$ cat src/rtl/dffram_pkg.sv
// Shared types and helpers for the parametrised flip-flop RAM.
package dffram_pkg;

    typedef enum logic {
        ST_IDLE  = 1'b0,
        ST_CLEAR = 1'b1
    } state_e;

    localparam int MAX_WIDTH = 256;
    localparam int MAX_BYTES = MAX_WIDTH / 8;

    function automatic int clog2(input int n);
        int r;
        r = 0;
        for (int i = 0; i < 32; i++) begin
            if ((1 << r) < n) r++;
        end
        return r;
    endfunction

    // Callers zero-extend to MAX_WIDTH and truncate the result back to their word width.
    function automatic logic [MAX_WIDTH-1:0] byte_merge(
        input logic [MAX_WIDTH-1:0] old_w,
        input logic [MAX_WIDTH-1:0] new_w,
        input logic [MAX_BYTES-1:0] be
    );
        logic [MAX_WIDTH-1:0] res;
        res = old_w;
        for (int b = 0; b < MAX_BYTES; b++) begin
            if (be[b]) res[b*8 +: 8] = new_w[b*8 +: 8];
        end
        return res;
    endfunction

endpackage

$ cat src/rtl/dffram_clear_ctrl.sv
// Clear engine: walks a pointer over every word after reset or on request.
//   state    | meaning
//   ST_IDLE  | normal port access, CLR sampled
//   ST_CLEAR | one word zeroed per edge, ports ignored
module dffram_clear_ctrl
    import dffram_pkg::*;
#(
    parameter int WORDS = 8,
    parameter int AW    = 3
) (
    input  logic          clk_i,
    input  logic          rst_n_i,
    input  logic          clr_i,
    output logic          busy_o,
    output logic          clr_we_o,
    output logic [AW-1:0] clr_addr_o
);

    state_e        state_q, state_d;
    logic [AW-1:0] ptr_q, ptr_d;

    always_ff @(posedge clk_i or negedge rst_n_i) begin
        if (!rst_n_i) begin
            state_q <= ST_CLEAR;
            ptr_q   <= '0;
        end else begin
            state_q <= state_d;
            ptr_q   <= ptr_d;
        end
    end

    always_comb begin
        state_d = state_q;
        ptr_d   = ptr_q;
        case (state_q)
            ST_IDLE: begin
                if (clr_i) begin
                    state_d = ST_CLEAR;
                    ptr_d   = '0;
                end
            end
            ST_CLEAR: begin
                ptr_d = ptr_q + AW'(1);
                if (ptr_q == AW'(WORDS - 1)) state_d = ST_IDLE;
            end
            default: state_d = ST_IDLE;
        endcase
    end

    assign busy_o     = (state_q == ST_CLEAR);
    assign clr_we_o   = (state_q == ST_CLEAR);
    assign clr_addr_o = ptr_q;

endmodule

$ cat src/rtl/dffram_param.sv
// Parametrised DFF RAM: one read/write byte-enabled port, one read-only port,
// optional same-cycle write forwarding to port 1, and a self-clearing array.
module dffram_param
    import dffram_pkg::*;
#(
    parameter  int WORDS  = 8,
    parameter  int WIDTH  = 32,
    parameter  int BYPASS = 1,
    localparam int AW     = clog2(WORDS)
) (
    input  logic               CLK,
    input  logic               RST_N,
    input  logic               CLR,
    output logic               BUSY,
    input  logic               EN0,
    input  logic [WIDTH/8-1:0] WE0,
    input  logic [AW-1:0]      A0,
    input  logic [WIDTH-1:0]   Di0,
    output logic [WIDTH-1:0]   Do0,
    input  logic               EN1,
    input  logic [AW-1:0]      A1,
    output logic [WIDTH-1:0]   Do1
);

    logic [WIDTH-1:0] mem_q [WORDS];
    logic             busy;
    logic             clr_we;
    logic [AW-1:0]    clr_addr;
    logic [WIDTH-1:0] wr_word;
    logic [WIDTH-1:0] rd1_word;
    logic [WIDTH-1:0] do0_q, do0_d;
    logic [WIDTH-1:0] do1_q, do1_d;

    dffram_clear_ctrl #(
        .WORDS (WORDS),
        .AW    (AW)
    ) u_clear_ctrl (
        .clk_i      (CLK),
        .rst_n_i    (RST_N),
        .clr_i      (CLR),
        .busy_o     (busy),
        .clr_we_o   (clr_we),
        .clr_addr_o (clr_addr)
    );

    assign wr_word = WIDTH'(byte_merge(MAX_WIDTH'(mem_q[A0]), MAX_WIDTH'(Di0), MAX_BYTES'(WE0)));

    // Array is deliberately unreset; the clear engine zeroes it after reset instead.
    always_ff @(posedge CLK) begin
        if (clr_we) begin
            mem_q[clr_addr] <= '0;
        end else if (EN0 && (|WE0)) begin
            mem_q[A0] <= wr_word;
        end
    end

    always_comb begin
        rd1_word = mem_q[A1];
        if ((BYPASS != 0) && EN0 && (A0 == A1)) begin
            rd1_word = WIDTH'(byte_merge(MAX_WIDTH'(mem_q[A1]), MAX_WIDTH'(Di0), MAX_BYTES'(WE0)));
        end
    end

    always_comb begin
        do0_d = '0;
        do1_d = '0;
        if (!busy && EN0) do0_d = mem_q[A0];
        if (!busy && EN1) do1_d = rd1_word;
    end

    always_ff @(posedge CLK or negedge RST_N) begin
        if (!RST_N) begin
            do0_q <= '0;
            do1_q <= '0;
        end else begin
            do0_q <= do0_d;
            do1_q <= do1_d;
        end
    end

    assign Do0  = do0_q;
    assign Do1  = do1_q;
    assign BUSY = busy;

endmodule
$ cat config.mk
export PLATFORM = sky130hd
export DESIGN_NAME = dffram_param
export DESIGN_NICKNAME = d
export VERILOG_FILES = /design/src/rtl/dffram_pkg.sv /design/src/rtl/dffram_clear_ctrl.sv /design/src/rtl/dffram_param.sv
export SDC_FILE = /design/constraint.sdc
export NUM_CORES = 1
export LEC_CHECK = 0
export BUFFER_PORTS_ARGS = -buffer_cell sky130_fd_sc_hd__buf_2
export CAP_MARGIN = 25
export CORE_ASPECT_RATIO = 1.1
export CORE_MARGIN = 2
export CORE_UTILIZATION = 35
export DETAILED_ROUTE_END_ITERATION = 10
export PLACE_DENSITY = 0.55
export RECOVER_POWER = 50
export SYNTH_ARGS = -nofsm -noshare
export SYNTH_HDL_FRONTEND = slang
export SYNTH_SLANG_ARGS = --single-unit
$ cat constraint.sdc
create_clock -name CLK -period 4.85 [get_ports CLK]
set_clock_uncertainty 0.05 [all_clocks]
set_input_delay 0.485 -clock CLK [delete_from_list [all_inputs] [get_ports CLK]]
set_output_delay 0.485 -clock CLK [all_outputs]
set_load 0.02 [all_outputs]
==> key figures <==
Clocking
  – CTS root buf: clkbuf_16
  – Deepest clock path buffer count: 3
  – Num CTS Buffers: 36
  – TritonCTS Sinks: about 320
  – H-tree Lvls: 2
  – Later-pin clock latency in the skew report: between 0.5 and 0.6 ns
  – CTS tree: yes
  – CTS clock-pin slew for the worst setup and hold paths: about 0.06 ns

Timing
  – Fin. Hold Viols: 0
  – RSZ-0062 raised after global routing: no
  – Worst-Margin Slew: slightly below 2 ns
  – Final Critical Period: around 3.5 ns
  – Max Fclk: between 0.2 and 0.3 GHz
  – Final worst slack: approximately 1.4 ns
  – TNS Setup: 0 ns
  – Max-slew violations: 50
  – Slew Limit Headroom: -0.316
  – Final Cycle Share: 0.716
  – # setup viols final: 0

Placement
  – IO Port Bufs: approximately 110
  – Placement Cell Area: approximately 16,000 sq um
  – GP Congestion: approximately 0.8
  – DPL Wire Length: around 23,000 um
  – Place WS: 1.42 ns

Floorplan
  – Core area: 41,200 sq um
  – Die Wd: 199 um
  – Die ar.: about 43,000 sq um
  – Die Y: between 200 and 250 um
  – Starting Density: 0.354
  – Num rows: just under 80
  – Ports: ~110

Yosys
  – Mapped Cells: approximately 890
  – Syn_area_per_cell: approximately 16 sq um
  – FF+latch count, synth: roughly 320
  – Synth async-reset ratio: 0.210
  – Yosys warns: 0
  – Mapped Nets: 940
  – Seq/Total Area, Yosys: 0.644
  – Synth cell types: 37
  – Main flop type after synthesis: edfxtp_1
  – Post-synth EDFFs: ~260
  – Mapped Area: approximately 15,000 sq um

Power
  – Pwr/cell area: around 540 nW/um^2
  – Clock share of power: 0.326
  – Internal power: ~6.4 mW
  – VDD IR max: about 0.25 mV
  – P_leak: 6.06 nW
  – Design Power: ~9.1 mW
  – NetSw: about 2.7 mW
  – Register share of total power: 0.459
  – Gate power share: 0.214
  – Sw Share: 0.294

Setup path
  – CP arrival: 3.55 ns
  – Setup crit start kind: input port
  – Worst-path maximum fanout: 28
  – WS Path Type: in2reg
  – Crit. End Element: register
  – Crit path required time: about 4.9 ns

Finish
  – FILL cells: roughly 3,800
  – Share of layout cells above drive strength 1: 0.237
  – Commonest non-fill, non-tap cell in the layout: edfxtp_1
  – Final instance area: 17,000 sq um
  – Area grow syn2layout: 16.6%
  – Final nets: about 1,000
  – Area occupied by registers: 9390 sq um
  – Area occupied by multi-input gates: just under 5000 sq um
  – Most frequent cells in the layout: edfxtp_1, mux4_2, mux2i_1
  – Fin util: 0.413

Drt
  – Total iterations of the first detailed-routing run: 5
  – DRT Wirelength: 38,600 um
  – Number of vias per cell: between 5 and 6
  – Avg WL per Cell: approximately 24 um
  – DRT iter0 DRCs: approximately 750
  – DR vias: around 8,500
  – DRC: 0
  – Detail Route Antenna Nets: 0

Hold path
  – HP Class: in2reg

Global route
  – GR Util All Layers: 0.182
  – Vias in the first global route: between 8,000 and 9,000
  – GRT overflow: 0
  – First-pass GRT wire length: between 50,000 and 60,000 um
  – Largest net degree at the start of global routing: a little under 70
  – Initial antenna violation count: 1

Status
  – Outcome: complete, but fails checks
  – Failing checks: max-capacitance violations, max-slew violations

Flow run
  – Max-cap check violation count: 2
==> worst paths after layout <==
path | start | to | slack (ns) | depth (start not counted)
max in group asynchronous | RST_N | Do1[20]$_DFF_PN0_ | 2.60 | 2
hold reg to reg | u_clear_ctrl.clr_addr_o[0]$_DFFE_PN0P_ | u_clear_ctrl.clr_addr_o[0]$_DFFE_PN0P_ | 0.58 | 2
setup reg to reg | u_clear_ctrl.busy_o$_DFF_PN1_ | mem_q[6][7]$_DFFE_PP_ | 1.62 | 5
setup / recovery | A0[0] | mem_q[0][18]$_DFFE_PP_ | 1.38 | 6
hold / removal | CLR | u_clear_ctrl.clr_addr_o[1]$_DFFE_PN0P_ | 0.14 | 2
min in group asynchronous | RST_N | Do0[31]$_DFF_PN0_ | 1.00 | 2
==> worst max-delay path, cell delays in order <==
cell      delay [ns]
buf_4           0.48
clkbuf_1        1.13
mux4_2          0.63
mux2i_1         0.30
or3_1           0.16
o21ai_0         0.32
==> cells in the mapped netlist, types with 2 or more instances <==
library cell  count  share of area
a211oi_1         28          0.014
a211oi_2          4         0.0034
a21oi_1           2        0.00069
a31oi_1           2        0.00086
buf_1             2        0.00051
buf_2            29         0.0099
buf_4             4         0.0021
clkbuf_1         34         0.0087
dfrtp_1          67           0.11
edfxtp_1        256           0.53
ha_1              2         0.0017
inv_1             2        0.00051
mux2i_1          94          0.064
mux4_2          100           0.15
nand2_1          40          0.010
nand2b_1          5         0.0021
nor2_1           73          0.019
nor2b_1           2        0.00086
nor3_1           29         0.0099
nor4_2            5         0.0043
nor4b_1           2         0.0012
o21ai_0          32          0.011
o22ai_1          28          0.012
o31ai_1           2         0.0010
or3_1            31          0.013
or4_1             4         0.0021
xor2_1            2         0.0012
==> state kept, by name, indices dropped and copies added, names as in the netlist <==
register                 flops
Do0                         32
Do1                         32
mem_q                      256
u_clear_ctrl.busy_o          1
u_clear_ctrl.clr_addr_o      3
==> metrics by stage <==
stage                     cells  hold WS [ns]
after floorplan             891         0.139
after global placement     1516         0.540
after detailed placement   1516         0.546
after CTS                  1582        0.0845
after global routing       1584         0.159
final                      1585         0.143
==> power by group through the flow <==
| stage | clock [mW] | sequential (mW) | combinational [mW] |
|---|---|---|---|
| floorplan | 0 | 4.21 | 1.17 |
| global placement | 0 | 4.22 | 1.99 |
| detailed placement | 0 | 4.23 | 2.00 |
| CTS | 3.02 | 4.18 | 2.00 |
| global route | 3.13 | 4.25 | 2.11 |
| finish | 2.97 | 4.18 | 1.95 |
==> cells by family (layout without fill, tap and decap cells) <==
family	Yosys count	after routing	synth area share
adder cells (fa/ha/maj)	2	2	0.00171
buffers and inverters	73	206	0.0236
multiplexers	195	195	0.220
XOR/XNOR	3	3	0.00309
AND/OR/NAND/NOR	194	194	0.0641
other	0	1	0
flip-flops	324	324	0.644
AO/OA/AOI/OAI	100	100	0.0442
==> metal layers <==
| metal | part of all wire | routed length, um | GRT usage |
|---|---|---|---|
| met4 | 0.028 | 1070 | 0.0617 |
| met2 | 0.50 | 19200 | 0.307 |
| met5 | 0 | 0 | 0 |
| met3 | 0.053 | 2030 | 0.0324 |
| met1 | 0.42 | 16300 | 0.237 |
==> repair_timing <==
action	in CTS	in global routing
endpoints found under the hold margin	0	29
setup buffers	0	0
resized for setup	0	0
hold buffers	0	1
==> cell type report <==
class | count | share of cell area
Timing Repair Buffer | 138 | 0.0424
Multi-Input combinational cell | 494 | 0.288
Tap cell | 560 | 0.0412
Clock buffer | 43 | 0.0563
Sequential cell | 324 | 0.552
Inverter | 2 | 0.000441
Antenna cell | 1 | 0.000147
Clock inverter | 23 | 0.0196
Power figures use the tool's default switching activity.
